### src/rtl/io_input_fifo_pkg.sv
// Shared types and defaults for the subleq buffered input device.
// Word width and default buffer depth used by the FIFO and its RAM.
package io_input_fifo_pkg;

    localparam int WORD_SIZE     = 16;
    localparam int IO_FIFO_DEPTH = 16;

    typedef logic [WORD_SIZE-1:0] word_t;

endpackage

### src/rtl/io_input_fifo_if.sv
// Host stream and CPU decoder handshake bundle for io_input_fifo.
// The master is the host/decoder side, the slave is the FIFO.
interface io_input_fifo_if
    import io_input_fifo_pkg::*;
#(
    parameter int DEPTH = IO_FIFO_DEPTH
) ();

    localparam int AW = $clog2(DEPTH);

    logic          host_valid;
    logic          host_ready;
    word_t         host_data;
    logic          in_avail;
    logic          in_read;
    word_t         io_in;
    logic [AW:0]   count;

    modport master (
        output host_valid,
        output host_data,
        output in_read,
        input  host_ready,
        input  in_avail,
        input  io_in,
        input  count
    );

    modport slave (
        input  host_valid,
        input  host_data,
        input  in_read,
        output host_ready,
        output in_avail,
        output io_in,
        output count
    );

endinterface

### src/rtl/io_input_fifo_ram.sv
// Word storage for io_input_fifo: one synchronous write port and
// one asynchronous read port so the head word falls through.
module fifo_ram
    import io_input_fifo_pkg::*;
#(
    parameter int DEPTH = IO_FIFO_DEPTH,
    parameter int AW    = $clog2(DEPTH)
) (
    input  logic          clk,
    input  logic          we,
    input  logic [AW-1:0] waddr,
    input  word_t         wdata,
    input  logic [AW-1:0] raddr,
    output word_t         rdata
);

    word_t mem [DEPTH];

    // Capture the pushed word; contents survive reset by design.
    always_ff @(posedge clk) begin
        if (we) begin
            mem[waddr] <= wdata;
        end
    end

    assign rdata = mem[raddr];

endmodule

### src/rtl/io_input_fifo.sv
// Buffered input device: host valid/ready stream in, decoder
// in_avail/in_read/io_in out, first-word-fall-through.
module io_input_fifo
    import io_input_fifo_pkg::*;
#(
    parameter int DEPTH = IO_FIFO_DEPTH,
    parameter int AW    = $clog2(DEPTH)
) (
    input  logic            clk,
    input  logic            areset,
    io_input_fifo_if.slave  bus
);

    localparam logic [AW:0] CNT_FULL = (AW+1)'(DEPTH);

    logic [AW-1:0] rd_ptr_q, rd_ptr_d;
    logic [AW-1:0] wr_ptr_q, wr_ptr_d;
    logic [AW:0]   count_q, count_d;
    logic          push, pop;
    logic          host_ready, in_avail;
    word_t         rd_data;

    // Handshakes decode from registered count only, so a full
    // buffer refuses a push even when a pop happens the same cycle.
    assign host_ready = (count_q != CNT_FULL);
    assign in_avail   = (count_q != '0);
    assign push       = bus.host_valid && host_ready;
    assign pop        = bus.in_read && in_avail;

    // Next pointer and occupancy from the push/pop pair.
    always_comb begin
        rd_ptr_d = rd_ptr_q;
        wr_ptr_d = wr_ptr_q;
        count_d  = count_q;
        if (push) begin
            wr_ptr_d = wr_ptr_q + 1'b1;
        end
        if (pop) begin
            rd_ptr_d = rd_ptr_q + 1'b1;
        end
        unique case ({push, pop})
            2'b10:   count_d = count_q + 1'b1;
            2'b01:   count_d = count_q - 1'b1;
            default: count_d = count_q;
        endcase
    end

    // Pointer/count registers; reset drops everything buffered.
    always_ff @(posedge clk) begin
        if (areset) begin
            rd_ptr_q <= '0;
            wr_ptr_q <= '0;
            count_q  <= '0;
        end else begin
            rd_ptr_q <= rd_ptr_d;
            wr_ptr_q <= wr_ptr_d;
            count_q  <= count_d;
        end
    end

    fifo_ram #(
        .DEPTH (DEPTH),
        .AW    (AW)
    ) u_ram (
        .clk   (clk),
        .we    (push && !areset),
        .waddr (wr_ptr_q),
        .wdata (bus.host_data),
        .raddr (rd_ptr_q),
        .rdata (rd_data)
    );

    assign bus.host_ready = host_ready;
    assign bus.in_avail   = in_avail;
    assign bus.count      = count_q;
    assign bus.io_in      = in_avail ? rd_data : '0;

endmodule

### src/flat_wrapper.sv
// flat-port wrapper written by rule: the top's interface ports become plain ports
module io_input_fifo_flat import io_input_fifo_pkg::*;
#(
    parameter int DEPTH = IO_FIFO_DEPTH,
    parameter int AW    = $clog2(DEPTH)
)
  (clk, areset, bus_host_valid, bus_host_data, bus_in_read, bus_host_ready, bus_in_avail, bus_io_in, bus_count);
  io_input_fifo_if #(.DEPTH(DEPTH)) bus_i ();
  input  logic clk;
  input  logic areset;
  input wire logic [$bits(bus_i.host_valid)-1:0] bus_host_valid;
  input wire logic [$bits(bus_i.host_data)-1:0] bus_host_data;
  input wire logic [$bits(bus_i.in_read)-1:0] bus_in_read;
  output wire logic [$bits(bus_i.host_ready)-1:0] bus_host_ready;
  output wire logic [$bits(bus_i.in_avail)-1:0] bus_in_avail;
  output wire logic [$bits(bus_i.io_in)-1:0] bus_io_in;
  output wire logic [$bits(bus_i.count)-1:0] bus_count;
  assign bus_i.host_valid = bus_host_valid;
  assign bus_i.host_data = bus_host_data;
  assign bus_i.in_read = bus_in_read;
  assign bus_host_ready = bus_i.host_ready;
  assign bus_in_avail = bus_i.in_avail;
  assign bus_io_in = bus_i.io_in;
  assign bus_count = bus_i.count;
  io_input_fifo #(.DEPTH(DEPTH), .AW(AW)) u_core (.clk(clk), .areset(areset), .bus(bus_i));
endmodule
### config.mk
export PLATFORM = sky130hd
export DESIGN_NAME = io_input_fifo_flat
export DESIGN_NICKNAME = d
export VERILOG_FILES = /design/src/rtl/io_input_fifo_pkg.sv /design/src/rtl/io_input_fifo_if.sv /design/src/rtl/io_input_fifo_ram.sv /design/src/rtl/io_input_fifo.sv /design/src/flat_wrapper.sv
export SDC_FILE = /design/constraint.sdc
export NUM_CORES = 1
export LEC_CHECK = 0
export BUFFER_PORTS_ARGS = -buffer_cell sky130_fd_sc_hd__buf_2
export CAP_MARGIN = 20
export CORE_MARGIN = 1
export CORE_UTILIZATION = 50
export CTS_CLUSTER_SIZE = 40
export DETAILED_ROUTE_END_ITERATION = 10
export PLACE_DENSITY_LB_ADDON = 0.05
export SLEW_MARGIN = 20
export SYNTH_ARGS = -nofsm -noshare
export SYNTH_HDL_FRONTEND = slang
export SYNTH_SLANG_ARGS = --single-unit
### constraint.sdc
create_clock -name clk -period 2.95 [get_ports clk]
set_input_delay 0.7375 -clock clk [delete_from_list [all_inputs] [get_ports clk]]
set_output_delay 0.7375 -clock clk [all_outputs]
set_load 0.01 [all_outputs]
# [After elaboration in Yosys (flattened, before gate mapping)]
# Memory sizes are Yosys's and may differ from the RTL's. A register that Yosys moved wholly into a read port is not among the register bits.
# Cells that the tools add are included.
[classes] n_reduce_logical=6 eq_ne=3 addsub=4 mux=6
[op_table] operator="two-way mux 16 bit" count=1
[op_table] operator="case mux 5 bit (2 select lines)" count=1
[op_table] operator="adder 4 x 1 -> 4 bit (second input constant)" count=2
[op_table] operator="two-way mux 4 bit" count=2
[op_table] operator="adder 5 x 1 -> 5 bit (second input constant)" count=1
[op_table] operator="inequality test 5 bit (second input constant)" count=1
[op_table] operator="nonzero test 5 bit" count=1
[op_table] operator="subtractor 5 x 1 -> 5 bit (second input constant)" count=1
[op_table] operator="logical AND 1 bit" count=3
[op_table] operator="== test 2 x 1 -> 1 bit (second input constant)" count=1
[op_table] operator="== test 2 bit (second input constant)" count=1
[op_table] operator="two-way mux 1 bit" count=2
[op_table] operator="nonzero test 2 bit" count=1
[op_table] operator="zero test 1 bit" count=1
[word_totals] memories=1 regBits=13 output_inout_bits=23 ram_bits=256 word_cells=23
[memory_table] name="u_core.u_ram.mem" depth=16 width=16 rd=1 rd_clocked_by_memory_dff=1 write_ports=1 line="io_input_fifo_ram.sv:17" rtl="word_t mem [DEPTH];"

# [Depth between registers and ports, before layout]
# Gate-level depths: netlist (run 1).
[depth] word_depth=5 mapped_depth=11 ltp_nobuf=10

# [Modules after synthesis]
# A second synthesis (run 1) with hierarchy kept.
[hier_totals] cells_unflattened=520 area_unflattened_um2=10583.9
[by_module_without_submodules] mod="fifo_ram" cells_each=416 n_inst=1 area_per_inst_um2=9723.1
[by_module_without_submodules] mod="io_input_fifo" cells_each=104 n_inst=1 area_per_inst_um2=860.8

# [Worst setup path after synthesis (run 1)]
# OpenSTA, ideal clock, no wires.
[synth_timing] path_kind="register to register" from="reg u_core.count_q[0] (netlist: u_core.bus.count[0])" to="reg u_core.count_q[4] (netlist: u_core.bus.count[4])" slack_ns=0.185 required_ns=2.829 n_path_buf=1 synth_period_minus_slack_ns=2.765 path_stages_with_launch=11 arrival_ns=2.645 path_cell_list="dfxtp_1 -> or4_1 -> buf_6 -> o21ai_1 -> inv_1 -> ha_1 -> ha_1 -> nand2b_1 -> a21oi_1 -> mux2i_1 -> mux2_2"
[synth_between] elab_chain_cells=4
[synth_lines] element="from (decl)" line="io_input_fifo.sv:18" rtl="logic [AW:0] count_q, count_d;"
[synth_lines] element="from (signal assigned)" line="io_input_fifo.sv:57" rtl="count_q <= count_d;"
[synth_lines] element="nonzero test 5 bit (*)" line="io_input_fifo.sv:26" rtl="assign in_avail = (count_q != '0);"
[synth_lines] element="logical AND 1 bit (*)" line="io_input_fifo.sv:28" rtl="assign pop = bus.in_read && in_avail;"
[synth_lines] element="net u_core.pop" line="io_input_fifo.sv:19" rtl="logic push, pop;"
[synth_lines] element="== test 2 x 1 -> 1 bit or == test 2 bit (tied branches)" line="io_input_fifo.sv:41" rtl="unique case ({push, pop})"
[synth_lines] element="case mux 5 bit (2 select lines) or nonzero test 2 bit (tied branches)"
# The timed path passes the listed nets; every way through them passes the cells marked *.
# A chain may end at the register's enable or synchronous reset.

==> results.md, run 1 <==
* Status: finished with violations
* Violated checks: negative setup slack
* Yosys top cell area share at 0.7173
* Routed Antenna Nets at 0
* Crit Path Class: register to output port
* Critical path's slowest cell: mux4_2
* Clock root buffer: clkbuf_16
* Post-Route WL at 23.00 mm
* Cells taking the most area after synthesis: edfxtp_1 (72%), mux4_2 (13%), dfxtp_1 (3.2%), mux2_2 (1.8%), a221o_1 (1.5%)
* Antenna violations before repair at 1
* Pre-antenna DRT Iters at 4
* Initial DRC Count at 384
* Initial Util at 0.5098
* First-pass GRT wire length at 35.07 mm
* Synth unique cells at 37
* GPL Wtd Cong at 0.7774
* Fraction of layout cells with a size suffix above 1 at 0.3754
* Max-Cap Viols at 0
* Clock tree buffer depth at 3
* Tmin final at 3.197 ns
* RSZ-0062 raised after global routing: true
* Routed len/inst at 25.27 um
* Full die area at 0.02202 mm2
* Vias in the first global route at 5604
* Relative slew margins at 0.5807
* Actual slew at the worst max-slew pin at 0.6262 ns
* Synth warn at 0
* Final period utilization at 1.084
* Synthesized cell area at 0.01072 mm2
* Die H at 148.4 um
* Worst Path Required at 2.21 ns
* Worst-path fanout max at 7
* Final nets at 643
* Worst EP arrival at 2.46 ns
* # setup viols final at 16
* Fin worst setup slack at -0.2468 ns
* Worst VDD drop at 588.6 uV
* Wl on met1 at 9.563 mm
* Met2 WL at 11.23 mm
* Top Family by Delay on Critical Path: multiplexers
* H-tree Lvls at 1
* Cell area power density at 781.2 mW/mm2
* Syn Area/Cell at 21.01 um2
* Critical Path Sink Type: output port
* Max Used Layer: met4
* Fmax at 312.8 MHz
* Overall Global Routing Usage at 0.2225
* Critical Path Max Stage Delay at 0.52 ns
* IO Count at 43
* Vias per std cell at 5.763
* DPL Wire Length at 14.00 mm
* Synthesized flop and latch total at 273
* P&R area growth vs syn at 18.46%
* DR vias at 5244
* Post-Syn Nets at 540
* Largest net degree at the start of global routing at 35
* Hold Fails Final Rpt at 0
* Max Transition Viols Final at 0
* FF-to-FF End: u_core.bus.count[4]$_SDFFE_PP0P_
* Synth Instances at 510
* Die width at 148.4 um
* DRC viols at 0
* Seq/Total Area, Yosys at 0.7491
* Flop-to-flop setup slack at 0.13 ns
* Leak Pwr at 0.004249 uW
* Worst min path class: register to register
* Crit Reg-Reg Startpoint: u_core.bus.count[1]$_SDFFE_PP0P_
* Cell taking the most area after synthesis: edfxtp_1
* CTS tree: built
* Critical path, cell by cell: buf_12 > mux4_2 > mux2_4 > a221o_1 > buf_2
* R2R cell count at 10
* Clock sink total at 273
* Worst setup SP type: register
* # fillers at 1501
* Number of CTS-inserted buffers at 28
* Later-pin clock latency in the skew report at 0.54 ns
* Hold path cells at 2
* Non-Filler Instances at 910
* Buf/Inv on CP at 2
* Clock-pin slew on the worst setup and hold paths at 0.06 ns
* Row count at 53
* Clock Skews at 0.007600 ns
* Hold path start: u_core.rd_ptr_q[3]$_SDFFE_PP0P_
* Hold_ws at 0.5189 ns
* Core Region at 0.02102 mm2
* Power Total at 9918 uW
* Placed insts at 845
* Met3 routed WL at 1.547 mm
* GRT Residual Overflow at 0
* IO Port Bufs at 42
==> per-stage QoR <==
step	TNS, ns	setup WS [ns]	area (um2)	utilization
3_3_place_gp	0	0.1410	11550	0.5495
3_5_place_dp	0	0.07397	11550	0.5495
2_1_floorplan	0	0.1848	10720	-
5_1_grt	-4.327	-0.2933	12690	0.6039
6_report	-3.226	-0.2468	12690	0.6039
4_1_cts	-4.391	-0.2999	12650	0.6020
==> power by group <==
group / internal, uW / switching, uW
logic: 1080 / 1070
registers: 4330 / 86.8
clock network: 1970 / 1380
==> placed cells by master (no fill, tap or decap), types with 6 or more instances in the layout <==
cell,Yosys,layout
a221o_1,16,16
buf_12,0,9
buf_2,7,41
buf_4,2,40
clkbuf_1,6,8
clkbuf_16,0,29
clkinv_2,0,6
dfxtp_1,17,13
edfxtp_1,256,256
ha_1,9,9
inv_1,9,9
mux2_4,0,12
mux4_2,64,64
nand2_1,6,6
nor2_1,34,22
nor2_2,1,13
nor2b_1,13,12
xor2_1,7,7
==> cells by family after synthesis <==
logic type / after synthesis / share of synthesized area
AOI/OAI and AO/OA: 28 / 0.02347
muxes: 84 / 0.1552
and+or+nand+nor: 74 / 0.03608
DFF: 273 / 0.7491
xor gates and xnor gates: 8 / 0.006538
adders and majority gates: 10 / 0.01238
buffers and inverters: 33 / 0.01728
==> state kept, by name (all words and copies together), names as in the netlist, named ones only <==
| name | cells |
|---|---|
| u_core.rd_ptr_q | 4 |
| u_core.bus.count | 5 |
| u_core.u_ram.mem | 256 |
| u_core.wr_ptr_q | 4 |
==> worst min-delay path: stages (launching register included) <==
cell,delay [ns]
dfxtp_1,0.32
xor2_1,0.06
nor2_1,0.10
==> cell type report <==
class                      instances  area [um2]  area share
clock buffer                      37       755.7     0.05953
sequential                       273        8038      0.6332
clock inverter                    14       117.6    0.009265
tap                              275       344.1     0.02710
antenna                            1       2.502   0.0001971
timing repair buffer              97       818.3     0.06446
inverter                           9       33.78    0.002661
multi-input combinational        204        2585      0.2036
==> worst max path at each step <==
stage	endpoint	start	slack, ns	depth (start not counted)
floorplan	u_core.bus.count[4]$_SDFFE_PP0P_	u_core.bus.count[0]$_SDFFE_PP0P_	0.18	10
global placement	u_core.bus.count[4]$_SDFFE_PP0P_	u_core.bus.count[3]$_SDFFE_PP0P_	0.14	9
detailed placement	u_core.bus.count[4]$_SDFFE_PP0P_	u_core.bus.count[3]$_SDFFE_PP0P_	0.07	9
CTS	bus_io_in[6]	register	-0.30	6
global route	bus_io_in[2]	u_core.bus.count[1]$_SDFFE_PP0P_	-0.29	6
finish	bus_io_in[8]	register	-0.25	5
==> what timing repair did <==
action                     CTS  global route
pin swaps                    1             3
gates cloned                 4             0
hold buffers                 0             0
buffers inserted             5             6
setup endpoints to repair   16            17
resized for setup           16             6
==> per-layer routing <==
layer / global-route usage / vias up
met2: 0.3685 / 162
li1: - / 2296
met1: 0.3103 / 2738
met3: 0.02883 / 48
met4: 0.06959 / 0
met5: 0 / -
==> cell usage after synthesis (all sizes together) <==
library cell,instances
edfxtp,256
mux4,64
nor2,36
buf,18
dfxtp,17
mux2,17
a221o,16
nor2b,13
ha,9
inv,9
xor2,7
clkbuf,6
nand2,6
and3,5
o211ai,5
a21oi,4
and2b,4
mux2i,3
nor3b,2
nor4,2
or3,2
a21boi,1
a21o,1
fa,1
nand2b,1
nand3b,1
nor4bb,1
o21ai,1
or4,1
xnor2,1
Note: power is estimated with default switching activity, not from simulation.
==> inputs of run 2 (changes only) <==
Settings changed: CTS_BUF_LIST set to sky130_fd_sc_hd__clkbuf_4, SETUP_SLACK_MARGIN set to 0.1.
==> results.md, run 2 (same netlist as run 1, synthesis figures left out) <==
* Status: finished with violations
* Violated checks: negative setup slack
* Critical Path Sink Type: output port
* Pre-antenna DRT Iters at 5 (+1)
* P&R area growth vs syn at 19.04%
* Max reg flops at 256 (unchanged)
* Later-pin clock latency in the skew report at 0.66 ns (+0.12 ns)
* Largest net degree at the start of global routing at 35 (unchanged)
* Flop-to-flop setup slack at 0.19 ns (+0.06 ns)
* Worst VDD drop at 580.5 uV (-1.4%)
* Worst Path Required at 2.21 ns (about the same)
* Actual slew at the worst max-slew pin at 0.6257 ns (-0.0004865 ns)
* Setup TNS at -5.170 ns (-1.944 ns)
* GPL Wtd Cong at 0.7774 (unchanged)
* Full die area at 0.02202 mm2 (unchanged)
* Clock root buffer: clkbuf_4
* Hold path start: bus_host_data[10]
* Tmin final at 3.317 ns (+0.1204 ns)
* Worst-path fanout max at 7 (unchanged)
* Clock sink total at 273 (unchanged)
* Power Total at 9856 uW (-0.62%)
* First-pass GRT wire length at 35.55 mm (+1.4%)
* Worst setup SP type: register
* Final nets at 687 (+6.8%)
* Initial Util at 0.5098 (unchanged)
* Post-place setup slack at 0.07397 ns (unchanged)
* H-tree Lvls at 3 (+2)
* Worst min path class: primary input to register
* Crit Reg-Reg Startpoint: u_core.bus.count[1]$_SDFFE_PP0P_
* Clock tree buffer depth at 3 (unchanged)
* Clock-pin slew on the worst setup and hold paths at 0.07 ns (about the same)
* Initial DRC Count at 364 (-5.2%)
* Most common cell after layout, fill and taps aside: edfxtp_1
* # fillers at 1548 (+3.1%)
* Overall Global Routing Usage at 0.2274 (+0.004842)
* Routed len/inst at 23.80 um (-5.8%)
* DR vias at 5572 (+6.3%)
* IO Count at 43 (unchanged)
* Die H at 148.4 um (unchanged)
* Placed insts at 845 (unchanged)
* Fin worst setup slack at -0.3673 ns (-0.1204 ns)
* GRT Residual Overflow at 0 (unchanged)
* Vias in the first global route at 5966 (+6.5%)
* Die width at 148.4 um (unchanged)
* Max Transition Viols Final at 0 (unchanged)
* Core Region at 0.02102 mm2 (unchanged)
* RSZ-0062 raised after global routing: true
* Biggest register: u_core.u_ram.mem
* Final period utilization at 1.124 (+0.04082)
* Row count at 53 (unchanged)
* # setup viols final at 16 (unchanged)
* Hold Fails Final Rpt at 0 (unchanged)
* Post-CTS Hold Buffers at 0 (unchanged)
* Worst EP arrival at 2.58 ns (+0.12 ns)
* Leak Pwr at 0.004357 uW (+2.5%)
* Clock Skews at 0.03068 ns (+0.02308 ns)
* DPL Wire Length at 14.00 mm (unchanged)
* Non-Filler Instances at 984 (+8.1%)
* Final core occ at 0.6069 (+0.002976)
* Antenna violations before repair at 2 (+1)
* Fraction of layout cells with a size suffix above 1 at 0.4328 (+0.05742)
* Vias per std cell at 5.663 (-1.7%)
* Number of CTS-inserted buffers at 72 (+160%)
* Max-Cap Viols at 0 (unchanged)
* CTS tree: built
* DRC viols at 0 (unchanged)
* Routed Antenna Nets at 0 (unchanged)
* Most frequent cells in the layout: edfxtp_1 (256), clkbuf_4 (99), mux4_2 (64)
* Relative slew margins at 0.5810 (about the same)
* Fmax at 301.5 MHz (-3.6%)
* Post-Route WL at 23.42 mm (+1.8%)
* Crit Path Class: register to output port
* IO Port Bufs at 42 (unchanged)
* Cell area power density at 772.6 mW/mm2 (-1.1%)
run 2: timing repair:
action / 4_1_cts / 5_1_grt
setup endpoints to repair: 18 / 17
pin swaps: 1 / 3
gates cloned: 2 / 2
resized for setup: 12 / 9
setup buffers: 3 / 6
run 2: stage by stage:
step	area, um2	hold slack (ns)
floorplan	10720	0.4847
finish	12760	0.4624
global placement	11550	0.5126
detailed placement	11550	0.5120
CTS	12600	0.4070
global route	12760	0.4153
run 2: per-layer routing:
metal  vias up  part of all wire  GRT usage
met2       195              0.50     0.3702
met4         0             0.023    0.09124
met3        53             0.068    0.04908
met5         -                 0          0
li1       2436                 -          -
met1      2888              0.41     0.3006
run 2: worst paths after layout:
kind | endpoint | depth (start not counted)
max | bus_io_in[3] | 6
max reg2reg | u_core.bus.count[4]$_SDFFE_PP0P_ | 10
min reg2reg | register | 2
min | u_core.u_ram.mem[14][10]$_DFFE_PP_ | 1
run 2: area by class of cell:
| type | instances | area (um2) | area share |
|---|---|---|---|
| timing repair buffer | 97 | 828.3 | 0.06493 |
| clock inverter | 25 | 177.7 | 0.01393 |
| antenna | 2 | 5.005 | 0.0003923 |
| multi-input combinational | 204 | 2587 | 0.2028 |
| sequential | 273 | 8038 | 0.6301 |
| clock buffer | 99 | 743.2 | 0.05826 |
| inverter | 9 | 33.78 | 0.002648 |
| tap | 275 | 344.1 | 0.02697 |
run 2: worst max-delay path: stages (launching register included):
cell and delay, ns:
dfxtp_4 0.38, buf_12 0.13, clkbuf_16 0.17, mux4_2 0.52, mux2_4 0.28, a221o_1 0.31
buf_2 0.15
run 2: report_power, final:
part | leakage [uW] | total (uW) | internal (uW) | switching (uW)
combinational | 0.00137 | 2150 | 1090 | 1060
sequential | 0.00245 | 4430 | 4330 | 92.9
clock | 0.000536 | 3280 | 1810 | 1470
total | 0.00436 | 9860 | 7230 | 2620
